===== config.mk =====
export PLATFORM = sky130hd
export DESIGN_NAME = s2mm_packet_arbiter_flat
export DESIGN_NICKNAME = d
export VERILOG_FILES = /design/src/rtl/s2mm_packet_arbiter_if.sv /design/src/rtl/s2mm_packet_arbiter.sv /design/src/flat_wrapper.sv
export SDC_FILE = /design/constraint.sdc
export NUM_CORES = 1
export LEC_CHECK = 0
export ABC_AREA = 1
export CORE_ASPECT_RATIO = 0.9
export CORE_MARGIN = 3
export CORE_UTILIZATION = 45
export CTS_CLUSTER_DIAMETER = 30
export DETAILED_ROUTE_END_ITERATION = 8
export GPL_TIMING_DRIVEN = 0
export PLACE_DENSITY_LB_ADDON = 0.12
export RECOVER_POWER = 25
export SYNTH_ARGS = -nofsm -noshare
export SYNTH_HDL_FRONTEND = slang
export SYNTH_SLANG_ARGS = --single-unit

===== constraint.sdc =====
create_clock -name clk -period 3.8 [get_ports clk]
set_input_delay 0.76 -clock clk [delete_from_list [all_inputs] [get_ports clk]]
set_output_delay 0.76 -clock clk [all_outputs]
set_load 0.02 [all_outputs]

===== src/rtl/s2mm_packet_arbiter_if.sv =====
// AXI4-Stream return channel from the packet arbiter to the MCDMA S2MM port.
// master: arbiter side (drives data/dest/last/valid), slave: DMA side (drives ready).
interface s2mm_packet_arbiter_if #(
  parameter int DATA_WIDTH = 32,
  parameter int DEST_WIDTH = 4
);
  logic [DATA_WIDTH-1:0] tdata;
  logic [DEST_WIDTH-1:0] tdest;
  logic                  tlast;
  logic                  tvalid;
  logic                  tready;

  modport master (output tdata, tdest, tlast, tvalid, input tready);
  modport slave  (input tdata, tdest, tlast, tvalid, output tready);
endinterface


===== src/rtl/s2mm_packet_arbiter.sv =====
// Round-robin packet arbiter sharing one MCDMA S2MM stream between NUM_FIFOS
// FWFT source FIFOs. Each grant streams pkt_len words with tdest = FIFO index
// and tlast on the final beat.
// Optional macro S2MM_PACKET_ARBITER_OUTREG_EN: registers the stream outputs
// through a 2-entry skid buffer so tready never reaches fifo_rden combinationally.
//
// state  | meaning
// IDLE   | no packet owned; round-robin search for an eligible FIFO
// STREAM | packet owned by 'grant' until its tlast beat has been accepted
module s2mm_packet_arbiter #(
  parameter int AXIS_DATA_WIDTH = 32,
  parameter int FIFO_DATA_WIDTH = 32,
  parameter int AXIS_DEST_WIDTH = 4,
  parameter int NUM_FIFOS       = 2,
  parameter int PKT_LEN_WIDTH   = 16
) (
  input  logic                                 clk,
  input  logic                                 rst,
  s2mm_packet_arbiter_if.master                dst_axis,
  output logic [NUM_FIFOS-1:0]                 fifo_rden,
  input  logic [NUM_FIFOS-1:0]                 fifo_empty,
  input  logic [NUM_FIFOS*FIFO_DATA_WIDTH-1:0] fifo_data,
  input  logic [NUM_FIFOS*PKT_LEN_WIDTH-1:0]   pkt_len,
  output logic                                 busy,
  output logic [NUM_FIFOS-1:0]                 active_ch
);
  localparam int IDX_W = (NUM_FIFOS > 1) ? $clog2(NUM_FIFOS) : 1;
  localparam logic [0:0] IDLE   = 1'b0;
  localparam logic [0:0] STREAM = 1'b1;

  logic [0:0]               state;
  logic [IDX_W-1:0]         rr, grant, pick, cand, grant_next;
  logic                     found;
  logic [PKT_LEN_WIDTH-1:0] len, beat_cnt;
  logic [NUM_FIFOS-1:0]     elig;
  logic [FIFO_DATA_WIDTH-1:0] data_arr [NUM_FIFOS];
  logic [PKT_LEN_WIDTH-1:0]   len_arr  [NUM_FIFOS];
  logic [FIFO_DATA_WIDTH-1:0] head;
  logic                     head_avail, last_word;

  // Unpack the flat FIFO buses and flag FIFOs that may start a packet.
  always_comb begin
    for (int i = 0; i < NUM_FIFOS; i++) begin
      data_arr[i] = fifo_data[i*FIFO_DATA_WIDTH +: FIFO_DATA_WIDTH];
      len_arr[i]  = pkt_len[i*PKT_LEN_WIDTH +: PKT_LEN_WIDTH];
      elig[i]     = !fifo_empty[i] && (len_arr[i] != '0);
    end
  end

  // First eligible FIFO at or after rr, wrapping; scanned high-to-low so the nearest wins.
  always_comb begin
    found = 1'b0;
    pick  = '0;
    cand  = '0;
    for (int k = NUM_FIFOS - 1; k >= 0; k--) begin
      cand = IDX_W'((int'(rr) + k) % NUM_FIFOS);
      if (elig[cand]) begin
        found = 1'b1;
        pick  = cand;
      end
    end
  end

  // Per-packet helpers derived from the latched grant.
  always_comb begin
    head       = data_arr[grant];
    head_avail = !fifo_empty[grant];
    last_word  = (beat_cnt == len - 1'b1);
    grant_next = (grant == IDX_W'(NUM_FIFOS - 1)) ? '0 : grant + 1'b1;
    busy       = (state == STREAM);
    active_ch  = busy ? (NUM_FIFOS'(1) << grant) : '0;
  end

`ifdef S2MM_PACKET_ARBITER_OUTREG_EN
  // Skid buffer: popped words wait here; the source side only looks at occupancy.
  logic [FIFO_DATA_WIDTH-1:0] sk_data [2];
  logic [1:0]                 sk_last;
  logic                       sk_wr, sk_rd, src_done, pop, out_hs;
  logic [1:0]                 sk_cnt;

  // Pop while the packet still has source words and the skid has a free slot.
  always_comb begin
    pop                = busy && !src_done && head_avail && (sk_cnt != 2'd2);
    fifo_rden          = pop ? active_ch : '0;
    dst_axis.tvalid    = (sk_cnt != 2'd0);
    dst_axis.tdata     = dst_axis.tvalid ? AXIS_DATA_WIDTH'(sk_data[sk_rd]) : '0;
    dst_axis.tlast     = dst_axis.tvalid && sk_last[sk_rd];
    dst_axis.tdest     = busy ? AXIS_DEST_WIDTH'(grant) : '0;
    out_hs             = dst_axis.tvalid && dst_axis.tready;
  end

  // Skid storage and occupancy; entries stay put until accepted downstream.
  always_ff @(posedge clk or posedge rst) begin
    if (rst) begin
      sk_data[0] <= '0;
      sk_data[1] <= '0;
      sk_last    <= '0;
      sk_wr      <= 1'b0;
      sk_rd      <= 1'b0;
      sk_cnt     <= 2'd0;
    end else begin
      if (pop) begin
        sk_data[sk_wr] <= head;
        sk_last[sk_wr] <= last_word;
        sk_wr          <= ~sk_wr;
      end
      if (out_hs) sk_rd <= ~sk_rd;
      sk_cnt <= sk_cnt + {1'b0, pop} - {1'b0, out_hs};
    end
  end

  // Grant/stream FSM; the packet is released only once its tlast beat leaves the skid.
  always_ff @(posedge clk or posedge rst) begin
    if (rst) begin
      state    <= IDLE;
      rr       <= '0;
      grant    <= '0;
      len      <= '0;
      beat_cnt <= '0;
      src_done <= 1'b0;
    end else begin
      case (state)
        IDLE: if (found) begin
          grant    <= pick;
          len      <= len_arr[pick];
          beat_cnt <= '0;
          src_done <= 1'b0;
          state    <= STREAM;
        end
        default: begin
          if (pop) begin
            beat_cnt <= beat_cnt + 1'b1;
            if (last_word) src_done <= 1'b1;
          end
          if (out_hs && sk_last[sk_rd]) begin
            rr    <= grant_next;
            state <= IDLE;
          end
        end
      endcase
    end
  end
`else
  // Combinational output path straight from the granted FIFO head.
  always_comb begin
    dst_axis.tvalid = busy && head_avail;
    dst_axis.tdata  = busy ? AXIS_DATA_WIDTH'(head) : '0;
    dst_axis.tdest  = busy ? AXIS_DEST_WIDTH'(grant) : '0;
    dst_axis.tlast  = busy && last_word;
    fifo_rden       = (dst_axis.tvalid && dst_axis.tready) ? active_ch : '0;
  end

  // Grant/stream FSM; each accepted beat advances the count, tlast releases the grant.
  always_ff @(posedge clk or posedge rst) begin
    if (rst) begin
      state    <= IDLE;
      rr       <= '0;
      grant    <= '0;
      len      <= '0;
      beat_cnt <= '0;
    end else begin
      case (state)
        IDLE: if (found) begin
          grant    <= pick;
          len      <= len_arr[pick];
          beat_cnt <= '0;
          state    <= STREAM;
        end
        default: if (dst_axis.tvalid && dst_axis.tready) begin
          beat_cnt <= beat_cnt + 1'b1;
          if (last_word) begin
            rr    <= grant_next;
            state <= IDLE;
          end
        end
      endcase
    end
  end
`endif
endmodule


===== src/flat_wrapper.sv =====
// flat-port wrapper written by rule: the top's interface ports become plain ports
module s2mm_packet_arbiter_flat 
#(
  parameter int AXIS_DATA_WIDTH = 32,
  parameter int FIFO_DATA_WIDTH = 32,
  parameter int AXIS_DEST_WIDTH = 4,
  parameter int NUM_FIFOS       = 2,
  parameter int PKT_LEN_WIDTH   = 16
)
  (clk, rst, fifo_rden, fifo_empty, fifo_data, pkt_len, busy, active_ch, dst_axis_tdata, dst_axis_tdest, dst_axis_tlast, dst_axis_tvalid, dst_axis_tready);
  s2mm_packet_arbiter_if #(.DATA_WIDTH((32)), .DEST_WIDTH((4))) dst_axis_i ();
  input  logic clk;
  input  logic rst;
  output logic [NUM_FIFOS-1:0] fifo_rden;
  input  logic [NUM_FIFOS-1:0] fifo_empty;
  input  logic [NUM_FIFOS*FIFO_DATA_WIDTH-1:0] fifo_data;
  input  logic [NUM_FIFOS*PKT_LEN_WIDTH-1:0] pkt_len;
  output logic busy;
  output logic [NUM_FIFOS-1:0] active_ch;
  output wire logic [$bits(dst_axis_i.tdata)-1:0] dst_axis_tdata;
  output wire logic [$bits(dst_axis_i.tdest)-1:0] dst_axis_tdest;
  output wire logic [$bits(dst_axis_i.tlast)-1:0] dst_axis_tlast;
  output wire logic [$bits(dst_axis_i.tvalid)-1:0] dst_axis_tvalid;
  input wire logic [$bits(dst_axis_i.tready)-1:0] dst_axis_tready;
  assign dst_axis_tdata = dst_axis_i.tdata;
  assign dst_axis_tdest = dst_axis_i.tdest;
  assign dst_axis_tlast = dst_axis_i.tlast;
  assign dst_axis_tvalid = dst_axis_i.tvalid;
  assign dst_axis_i.tready = dst_axis_tready;
  s2mm_packet_arbiter #(.AXIS_DATA_WIDTH(AXIS_DATA_WIDTH), .FIFO_DATA_WIDTH(FIFO_DATA_WIDTH), .AXIS_DEST_WIDTH(AXIS_DEST_WIDTH), .NUM_FIFOS(NUM_FIFOS), .PKT_LEN_WIDTH(PKT_LEN_WIDTH)) u_core (.clk(clk), .rst(rst), .dst_axis(dst_axis_i), .fifo_rden(fifo_rden), .fifo_empty(fifo_empty), .fifo_data(fifo_data), .pkt_len(pkt_len), .busy(busy), .active_ch(active_ch));
endmodule

==> results.md, run 1 <==
- Status: completed
- Post-synth top area share: slightly below 30%
- H-tree depth: 2
- Gpl congestion: 0.9274
- Placed Area: 0.004477 sq mm
- Pre-CTS setup slack: 0.5142 ns
- FF+latch area: between 800 and 900 sq um
- Root Buffer: clkbuf_8
- Worst-path clk slew: 0.07 ns
- Post-Route WL: between 10000 and 15000 um
- DR top layer: met4
- R2r endpoint: u_core.rr
- Power Density: roughly 290 mW/mm^2
- Yosys warns: 0
- Post-synth top area cell: dfrtp_1
- PortBufs: 140
- Synth area leaders: dfrtp_1, nand2_1, a22o_1
- Core Region: approximately 0.0062 sq mm
- Most frequent cells after synthesis: nand2_1, nor2_1, inv_1, dfrtp_1, a22o_1
- Leak: approximately 2.2 nW
- CTS Buffer Depth: 2
- IO Count: 144
- CTS Sinks: 35
- Worst setup path start: u_core.len[0]
- Metal-1 WL: between 4000 and 5000 um
- Layout cells sized above 1: 9.450%
- CP Capture Type: output pin
- Mapped Avg Cell Area: 6.866 sq um
- Initial DRC Count: between 150 and 200
- Layout net count: 684
- CP Data Arrival Time: 2.73 ns
- VDD IR-drop max: 0.3121 mV
- Hold_buf cts: 0
- Final Core Density: 73.07%
- GRT Util Overall: 26.76%
- # rows: 27
- Min-Delay Path Class: register to register
- Max-cap viol count: 0
- Worst EP required: about 3 ns
- Design area: 0.004567 sq mm
- Mapped Cells: roughly 430
- Slowest cell delay on critical path: 0.64 ns
- Total Die Area: 0.007586 sq mm
- Met3 routed WL: 817 um
- Met2 wire length: 5291 um
- Synth Cell Area: 0.002959 sq mm
- CTS tree: yes
- Chip Height: 82.93 um
- Setup-failing EPs final: 0
- Synth Register Bits: 35
- Vias: 3491
- End of the critical path: dst_axis_tlast
- Register-to-register setup slack: 1.84 ns
- Final Hold Vio Count: 0
- Area Overhead vs Synth: 54.33%
- Top-count cell post-synth: nand2_1
- Final slew viol count: 0
- Initial antenna violation count: 2
- RSZ-0062 raised after global routing: no
- Tmin final: ~3.5 ns
- Dpl cells: between 600 and 700
- Synth unique cells: 38
- First-pass GRT wire length: roughly 16000 um
- Largest net degree at the start of global routing: 36
- Fin crit share: 91.86%
- Post-Route Setup TNS: 0 ns
- Crit-path cells: inv_2 > ha_1 > nand2_1 > nor2_2 > o21ai_1 > nand2_1 > nand2_1 > nor2_1 > nand3_1 > nor2_4 > nand2_1 > nor2_1 > clkdlybuf4s50_1
- Non-Filler Instances: between 600 and 700
- Top FF cell, synth: dfrtp_1
- Overflow after GRT: 0
- Least-Margin Pin Slew: between 1 and 1.5 ns
- Clock Latency Late Sink: 0.29 ns
- Total power: 1.331 mW
- Cts bufs inserted: 5
- Slew Limit Headroom: 5.340%
- DRC: 0
- Fmax: about 290 MHz
- Number of enable flip-flop cells after synthesis: 0
- Ys async rst share: between 90% and 100%
- Final worst hold slack: 0.5023 ns
- Vias in the first global route: about 3100
- Most common cell on crit path: nand2_1
- DIE WIDTH: 91.48 um
- Worst Setup Slack, final: 0.3092 ns
- Crit path max fanout: 4
- DRT Pass-1 Iters: 5
- Worst r2r path cells: 13
- Multi-input logic area: around 0.0018 sq mm
- Crit-path slowest cell: clkdlybuf4s50_1
- # resized after CTS: 0
- Starting Density: 47.35%
- Crit Path Class: register to output pin
- Vias per Instance: 5.203
- Startpoint types: register
- Placed wire-length estimate: 8961 um
- Fill count: 514
- Register area share after synthesis: 29.60%
- Post-DR wirelength/cell: 16.02 um
- Buffer count from post-CTS setup fixing: 0
- Number of routed nets with antenna violations: 0
- Crit Reg-Reg Startpoint: u_core.len[0]
- Worst Clk Skew: 0.01165 ns
==> layout make-up <==
cell class | instances | area share, %
Antenna cell | 2 | 0.1096
Buffer | 19 | 2.274
Clock buffer | 7 | 1.671
Clock inverter | 1 | 0.1096
Inverter | 52 | 4.329
Multi-Input combinational cell | 327 | 39.18
Sequential cell | 35 | 19.18
Tap cell | 87 | 2.384
Timing Repair Buffer | 141 | 30.77
==> worst max-delay path, delay by kind of cell, from the launching register on <==
family	cells	cell delay (ns)
AND/OR/NAND/NOR	9	0.95
buffers and inverters	2	0.73
flip-flops	1	0.44
adder cells (fa/ha/maj)	1	0.23
AO/OA/AOI/OAI	1	0.09
==> power breakdown <==
part | leakage [nW] | switching (mW) | internal (mW)
logic | 1.70 | 0.298 | 0.282
registers | 0.460 | 0.0707 | 0.420
clock network | 0.0422 | 0.132 | 0.129
==> cells in the final DEF, fill, tap and decap left out, types with 11 or more instances in the layout <==
| master | netlist | routed |
|---|---|---|
| nand3_1 | 22 | 22 |
| xor2_1 | 11 | 11 |
| dfrtp_1 | 35 | 35 |
| nor2_1 | 47 | 47 |
| clkdlybuf4s50_1 | 0 | 139 |
| nand2_1 | 106 | 106 |
| inv_1 | 42 | 41 |
| a22o_1 | 32 | 32 |
| o21ai_0 | 20 | 20 |
| a21oi_1 | 19 | 19 |
==> worst min path at each step <==
stage                     slack, ns  cells past startpoint                   to                 from
final                          0.50                      2            u_core.rr            u_core.rr
after global routing           0.53                      1  u_core.beat_cnt[15]  u_core.beat_cnt[15]
after CTS                      0.50                      2            u_core.rr            u_core.rr
after detailed placement       0.48                      2            u_core.rr            u_core.rr
after global placement         0.48                      1  u_core.beat_cnt[15]  u_core.beat_cnt[15]
after floorplan                0.46                      1  u_core.beat_cnt[15]  u_core.beat_cnt[15]
==> logic make-up (layout without fill, tap and decap cells) <==
kind of cell	count (synthesis)	in the layout	share of synthesized area (%)
compound gates	91	91	20.47
fa+ha+maj	2	2	0.8455
buf+inv	71	220	10.19
xor+xnor	16	16	4.736
flops	35	35	29.60
other cells	1	5	0.1267
simple gates	215	215	34.04
==> sequential cells by signal, summed over array words and instances (netlist names) <==
name	cells
u_core.beat_cnt	16
u_core.len	16
u_core.grant	1
u_core.busy	1
u_core.rr	1
==> per-layer routing <==
metal,track usage [%],vias to the layer above
li1,-,1722
met1,33.37,1599
met2,45.06,151
met3,5.616,19
met4,10.27,0
met5,0,-
(Power assumes the default switching activity.)
==> run 2: changes to the inputs <==
Settings changed: CORE_MARGIN 3 to default, TNS_END_PERCENT from default to 10.
==> run 2 against run 1 <==
Against the previous run: non-clock buffer count shrank 1; sequential share of layout area rose by 0.074 points; combinational power is essentially flat; hold slack improved by 0.0083 ns; sequential power increased by 1%; worst setup slack worse by 0.081 ns; die area shrank 9.0%; clock skew down 0.0030 ns; critical path type unchanged; critical endpoint unchanged; highest routed layer unchanged.
==> results.md, run 2 (same netlist as run 1, synthesis figures left out) <==
- Status: completed (unchanged)
- Top flop regs: u_core.beat_cnt: 16 flops, u_core.len: 16 flops (unchanged)
- CP Data Arrival Time: 2.81 ns (was 2.73 ns)
- Min-Delay Path Class: register to register (unchanged)
- CTS tree: yes (unchanged)
- Design area: 0.004549 sq mm (was 0.004567 sq mm)
- Final Hold Vio Count: 0 (unchanged)
- Post-Route WL: 9727 um (was 10750 um)
- DRT Pass-1 Iters: 5 (unchanged)
- GRT Util Overall: 29.31% (was 26.76%)
- Vias in the first global route: 3340 (was 3143)
- VDD IR-drop max: 0.2381 mV (was 0.3121 mV)
- Clk pwr share: 19.0% (was 19.6%)
- Layout net count: 683 (was 684)
- Number of routed nets with antenna violations: 0 (unchanged)
- Root Buffer: clkbuf_8 (unchanged)
- Least-Margin Pin Slew: 1.289 ns (was 1.420 ns)
- Core Region: 0.006216 sq mm (was 0.006250 sq mm)
- Startpoint types: register (unchanged)
- Met1 usage: 37.75% (was 33.37%)
- Setup-failing EPs final: 0 (unchanged)
- H-tree depth: 2 (unchanged)
- Fmax: 280.0 MHz (was 286.5 MHz)
- Vias: 3468 (was 3491)
- Vias per Instance: 5.207 (was 5.203)
- IO Count: 144 (unchanged)
- Worst Clk Skew: 0.008631 ns (was 0.01165 ns)
- CTS Sinks: 35 (unchanged)
- # resized after CTS: 0 (unchanged)
- Met3 Use GR: 7.796% (was 5.616%)
- Fin crit share: 94.00% (was 91.86%)
- M2 GR Usage: 48.13% (was 45.06%)
- Non-Filler Instances: 666 (was 671)
- Cts bufs inserted: 5 (unchanged)
- CTS Buffer Depth: 2 (unchanged)
- Leak: 2.203 nW (was 2.206 nW)
- Layout cells sized above 1: 9.326% (was 9.450%)
- Overflow after GRT: 0 (unchanged)
- Logic pwr share: 43.6% (about the same)
- DRC: 0 (unchanged)
- Tmin final: 3.572 ns (was 3.491 ns)
- Placed Area: 0.004477 sq mm (unchanged)
- # rows: 27 (unchanged)
- Clock Latency Late Sink: 0.30 ns (was 0.29 ns)
- Largest net degree at the start of global routing: 36 (unchanged)
- Placed wire-length estimate: 7917 um (was 8961 um)
- Post-Route Setup TNS: 0 ns (unchanged)
- Worst-path clk slew: 0.06 ns (was 0.07 ns)
- Cell-internal power: 0.8242 mW (was 0.8309 mW)
- CP Buf/Inv Count: 2 (unchanged)
- Dpl cells: 660 (unchanged)
- # diodes: 0 (was 2)
- Commonest non-fill, non-tap cells in the layout: clkdlybuf4s50_1, nand2_1, nor2_1 (unchanged)
- Hold_buf cts: 0 (unchanged)
- Initial DRC Count: 292 (was 182)
- Busiest grt layer: met2 (unchanged)
- Chip Height: 78.93 um (was 82.93 um)
- Starting Density: 47.60% (was 47.35%)
- Crit-path slowest cell: clkdlybuf4s50_1 (unchanged)
- Commonest non-fill, non-tap cell in the layout: clkdlybuf4s50_1 (unchanged)
- Switching power total: 0.5070 mW (was 0.5000 mW)
- Crit path max fanout: 4 (unchanged)
- DIE WIDTH: 87.48 um (was 91.48 um)
- Crit-path cells: inv_2 > ha_1 > nand3_4 > o21ai_1 > nand2_1 > nand2_1 > nand2_1 > nor2_1 > nand2_2 > nor2_4 > nand2_1 > nor2_1 > clkdlybuf4s50_1 (was inv_2 > ha_1 > nand2_1 > nor2_2 > o21ai_1 > nand2_1 > nand2_1 > nor2_1 > nand3_1 > nor2_4 > nand2_1 > nor2_1 > clkdlybuf4s50_1)
- Final slew viol count: 0 (unchanged)
- Total Die Area: 0.006904 sq mm (was 0.007586 sq mm)
- Power Density: 292.6 mW/mm^2 (was 291.4 mW/mm^2)
- Area Overhead vs Synth: 53.74% (was 54.33%)
- CP top delay family: simple AND/OR/NAND/NOR gates (unchanged)
- Slew Limit Headroom: 14.00% (was 5.340%)
- Flop pwr share: 37.4% (was 36.9%)
- Crit Path Class: register to output pin (unchanged)
- Worst EP required: 3.04 ns (about the same)
- Most common cell on crit path: nand2_1 (unchanged)
- First-pass GRT wire length: 15700 um (was 16220 um)
- Max-cap viol count: 0 (unchanged)
- Post-DR wirelength/cell: 14.61 um (was 16.02 um)
- Gpl congestion: 0.9321 (was 0.9274)
- Total power: 1.331 mW (about the same)
- CP Capture Type: output pin (unchanged)
- Slowest cell delay on critical path: 0.65 ns (was 0.64 ns)
- PortBufs: 140 (unchanged)
- Switch share: 38.09% (was 37.57%)
- Buffer count from post-CTS setup fixing: 0 (unchanged)
- RSZ-0062 raised after global routing: no (unchanged)
- Initial antenna violation count: 0 (was 2)
run 2: final timing paths:
kind                                from                  to  slack, ns  depth (start not counted)
min in group asynchronous            rst       u_core.len[2]       1.26                          2
max in group asynchronous            rst  u_core.beat_cnt[1]       1.77                          2
setup reg to reg           u_core.len[0]           u_core.rr       1.81                         13
hold reg to reg            u_core.len[1]       u_core.len[1]       0.51                          2
hold / removal             u_core.len[1]       u_core.len[1]       0.51                          2
setup / recovery           u_core.len[0]      dst_axis_tlast       0.23                         13
run 2: cell type report:
| class | instances | area, sq um |
|---|---|---|
| Timing Repair Buffer | 140 | 1401 |
| Sequential cell | 35 | 875.8 |
| Buffer | 19 | 103.9 |
| Fill cell | 533 | 1667 |
| Multi-Input combinational cell | 327 | 1789 |
| Tap cell | 87 | 108.9 |
| Inverter | 52 | 197.7 |
| Clock buffer | 6 | 72.57 |
run 2: power groups by stage:
stage          combinational (mW)  clock (mW)  sequential [mW]
2_1_floorplan               0.353           0            0.480
3_3_place_gp                0.555           0            0.498
3_5_place_dp                0.573           0            0.501
4_1_cts                     0.577       0.253            0.496
5_1_grt                     0.641       0.269            0.506
6_report                    0.580       0.253            0.498
run 2: metrics by stage:
step,hold slack (ns),worst slack [ns],util [%]
floorplan,0.4585,1.302,-
CTS,0.5110,0.2748,73.19
finish,0.5106,0.2280,73.19
global placement,0.4867,0.4886,72.02
detailed placement,0.4945,0.5021,72.02
global route,0.5507,0.1462,73.19
run 2: worst min-delay path, stage by stage, from the launching register on:
cell,delay (ns)
dfrtp_1,0.36
nand2_1,0.06
nand2_1,0.06
run 2: routing by layer:
metal / up-vias / part of all wire (%)
li1: 1719 / -
met3: 20 / 8.0
met4: 0 / 1.9
met1: 1576 / 43
met2: 153 / 47
met5: - / 0
==> run 3: changes to the inputs <==
Settings changed: ABC_AREA 1 to default, CORE_UTILIZATION 45 to 44.
==> run 3 against run 2 <==
Against the previous run: hold slack got worse by 0.023 ns; die area fell by 0.48%; sequential share of layout area rose by 0.30 points; register-to-register slack got worse by 1.1 ns; sequential cell count did not move; sequential power fell by 7.2%; clock skew barely moved; synthesized cell count fell by 19%; utilization fell by 1.0 points; area after synthesis fell by 2.7%; clock power barely moved; non-clock buffer count rose by 5; critical path type unchanged; critical endpoint unchanged; largest power group unchanged.
==> results.md, run 3 <==
- Min-Delay Path Class: register to register (unchanged)
- VDD IR-drop max: 0.2142 mV (was 0.2381 mV)
- Most frequent cells after synthesis: mux2i_1, o21ai_0, nand2_1, dfrtp_1, nor2b_1 (was nand2_1, nor2_1, inv_1, dfrtp_1, a22o_1)
- Multi-input logic area: 0.001887 sq mm (was 0.001789 sq mm)
- Top-count cell post-synth: mux2i_1 (was nand2_1)
- Crit-path cells: inv_1 > ha_2 > or4b_1 > buf_2 > nor3_1 > xnor2_1 > mux2_2 > o21a_1 > nor3_1 > buf_2 (was inv_2 > ha_1 > nand3_4 > o21ai_1 > nand2_1 > nand2_1 > nand2_1 > nor2_1 > nand2_2 > nor2_4 > nand2_1 > nor2_1 > clkdlybuf4s50_1)
- # rows: 27 (unchanged)
- Fin crit share: 97.39% (was 94.00%)
- Final Hold Vio Count: 0 (unchanged)
- # diodes: 0 (unchanged)
- IO Count: 144 (unchanged)
- Area Overhead vs Synth: 55.85% (was 53.74%)
- Crit Path Class: register to output pin (unchanged)
- Commonest non-fill, non-tap cells in the layout: clkdlybuf4s50_1, mux2i_1, o21ai_0 (was clkdlybuf4s50_1, nand2_1, nor2_1)
- Core Region: 0.006216 sq mm (unchanged)
- Total Die Area: 0.006871 sq mm (was 0.006904 sq mm)
- RSZ-0062 raised after global routing: no (unchanged)
- Fmax: 270.2 MHz (was 280.0 MHz)
- Placed wire-length estimate: 7751 um (was 7917 um)
- Max-cap viol count: 0 (unchanged)
- CP Buf/Inv Count: 3 (was 2)
- Mapped Avg Cell Area: 8.226 sq um (was 6.866 sq um)
- Placed Area: 0.004397 sq mm (was 0.004477 sq mm)
- Vias per Instance: 5.444 (was 5.207)
- Layout net count: 602 (was 683)
- Initial antenna violation count: 0 (unchanged)
- Status: completed (unchanged)
- Yosys warns: 0 (unchanged)
- Synth area leaders: dfrtp_1, mux2i_1, nor2b_1 (was dfrtp_1, nand2_1, a22o_1)
- CTS tree: yes (unchanged)
- Top FF cell, synth: dfrtp_1 (unchanged)
- Root Buffer: clkbuf_8 (unchanged)
- Synth Register Bits: 35 (unchanged)
- GRT Util Overall: 28.19% (was 29.31%)
- Crit path max fanout: 8 (was 4)
- Chip Height: 78.74 um (was 78.93 um)
- Crit-path slowest cell: or4b_1 (was clkdlybuf4s50_1)
- Design area: 0.004487 sq mm (was 0.004549 sq mm)
- Synth Cell Area: 0.002879 sq mm (was 0.002959 sq mm)
- PortBufs: 140 (unchanged)
- Ys async rst share: 100.0% (unchanged)
- Overflow after GRT: 0 (unchanged)
- Fill count: 530 (was 533)
- CP top delay family: simple AND/OR/NAND/NOR gates (unchanged)
- Layout cells sized above 1: 4.217% (was 9.326%)
- Initial DRC Count: 173 (was 292)
- DRT Pass-1 Iters: 5 (unchanged)
- CTS Buffer Depth: 2 (unchanged)
- Post-Route WL: 9604 um (was 9727 um)
- H-tree depth: 2 (unchanged)
- Clock Latency Late Sink: 0.29 ns (was 0.30 ns)
- Final Core Density: 72.18% (was 73.19%)
- Pre-CTS setup slack: -0.1692 ns (was 0.5021 ns)
- DRC: 0 (unchanged)
- Slowest cell delay on critical path: 0.45 ns (was 0.65 ns)
- Vias in the first global route: 3075 (was 3340)
- Worst Setup Slack, final: 0.09937 ns (was 0.2280 ns)
- Largest net degree at the start of global routing: 36 (unchanged)
- Power Density: 272.9 mW/mm^2 (was 292.6 mW/mm^2)
- Post-synth top area share: 30.42% (was 29.60%)
- Register area share after synthesis: 30.42% (was 29.60%)
- DIE WIDTH: 87.27 um (was 87.48 um)
- Total power: 1.224 mW (was 1.331 mW)
- Slew Limit Headroom: 9.203% (was 14.00%)
- Commonest non-fill, non-tap cell in the layout: clkdlybuf4s50_1 (unchanged)
- Leak: 1.806 nW (was 2.203 nW)
- Top flop regs: u_core.beat_cnt: 16 flops, u_core.len: 16 flops (unchanged)
- Final slew viol count: 0 (unchanged)
- Post-DR wirelength/cell: 16.42 um (was 14.61 um)
- Gpl congestion: 0.9321 (unchanged)
- Post-synth top area cell: dfrtp_1 (unchanged)
- CTS Sinks: 35 (unchanged)
- Synth unique cells: 45 (was 38)
- Number of enable flip-flop cells after synthesis: 0 (unchanged)
- Startpoint types: register (unchanged)
- Worst EP required: 3.04 ns (about the same)
- Worst Clk Skew: 0.008637 ns (was 0.008631 ns)
- Buffer count from post-CTS setup fixing: 0 (unchanged)
- Vias: 3185 (was 3468)
- Worst-path clk slew: 0.07 ns (was 0.06 ns)
- FF+latch area: 877.1 sq um (was 875.8 sq um)
- CP Data Arrival Time: 2.94 ns (was 2.81 ns)
- Starting Density: 46.32% (was 47.60%)
- Least-Margin Pin Slew: 1.360 ns (was 1.289 ns)
- Hold_buf cts: 0 (unchanged)
- Mapped Cells: 350 (was 431)
- Tmin final: 3.701 ns (was 3.572 ns)
- First-pass GRT wire length: 15010 um (was 15700 um)
- CP Capture Type: output pin (unchanged)
- Number of routed nets with antenna violations: 0 (unchanged)
- Cts bufs inserted: 5 (unchanged)
- Setup-failing EPs final: 0 (unchanged)
run 3: changes by cell type after synthesis, sizes merged, moves of 31 or more:
cell,delta
nand2,-73
mux2i,+50
nor2,-44
inv,-41
nor2b,+33
a22o,-31
run 3: layout make-up:
class	count	share of cell area (%)
Sequential cell	35	19.55
Tap cell	87	2.426
Timing Repair Buffer	140	31.12
Clock buffer	6	1.617
Buffer	24	2.398
Inverter	10	0.8366
Multi-Input combinational cell	283	42.05
run 3: power breakdown:
group          switching [mW]  internal (mW)
Clock                   0.134          0.122
Sequential             0.0530          0.409
Combinational           0.234          0.272
Total                   0.421          0.803
run 3: through the flow:
stage,hold slack [ns],TNS (ns),instances
5_1_grt,0.5273,0,585
3_3_place_gp,0.4662,-0.04916,579
2_1_floorplan,0.4525,0,352
3_5_place_dp,0.4697,-0.1692,579
6_report,0.4880,0,585
4_1_cts,0.4849,0,585
run 3: worst paths after layout:
check	startpoint	endpoint	slack [ns]	depth (start not counted)
setup / recovery	u_core.len[0]	dst_axis_tlast	0.1	10
hold / removal	u_core.rr	u_core.rr	0.49	1
setup reg to reg	u_core.len[0]	u_core.rr	0.76	10
hold reg to reg	u_core.rr	u_core.rr	0.49	1
max in group asynchronous	rst	u_core.len[0]	1.61	2
min in group asynchronous	rst	u_core.beat_cnt[2]	1.29	2
run 3: cells by family after synthesis:
logic type | Yosys count | synth area share [%]
buffers and inverters | 34 | 4.998
other | 1 | 0.1303
AND/OR/NAND/NOR | 146 | 27.12
adder cells (fa/ha/maj) | 2 | 0.8690
multiplexers | 53 | 18.56
AO/OA/AOI/OAI | 60 | 12.13
flip-flops | 35 | 30.42
XOR/XNOR | 19 | 5.780
run 3: per-layer routing:
metal,share of wire (%),up-vias,global-route usage [%],wire (um)
met5,0,-,0,0
met1,42,1503,36.43,4030
li1,-,1533,-,-
met3,7.9,11,6.341,761
met2,49,138,48.59,4698
met4,1.2,0,4.754,113
run 3: repair_timing:
item / in CTS / in global routing
gates resized for setup: 7 / 6
hold endpoints to repair: 0 / 0
setup endpoints to repair: 1 / 3
pin swaps: 0 / 0
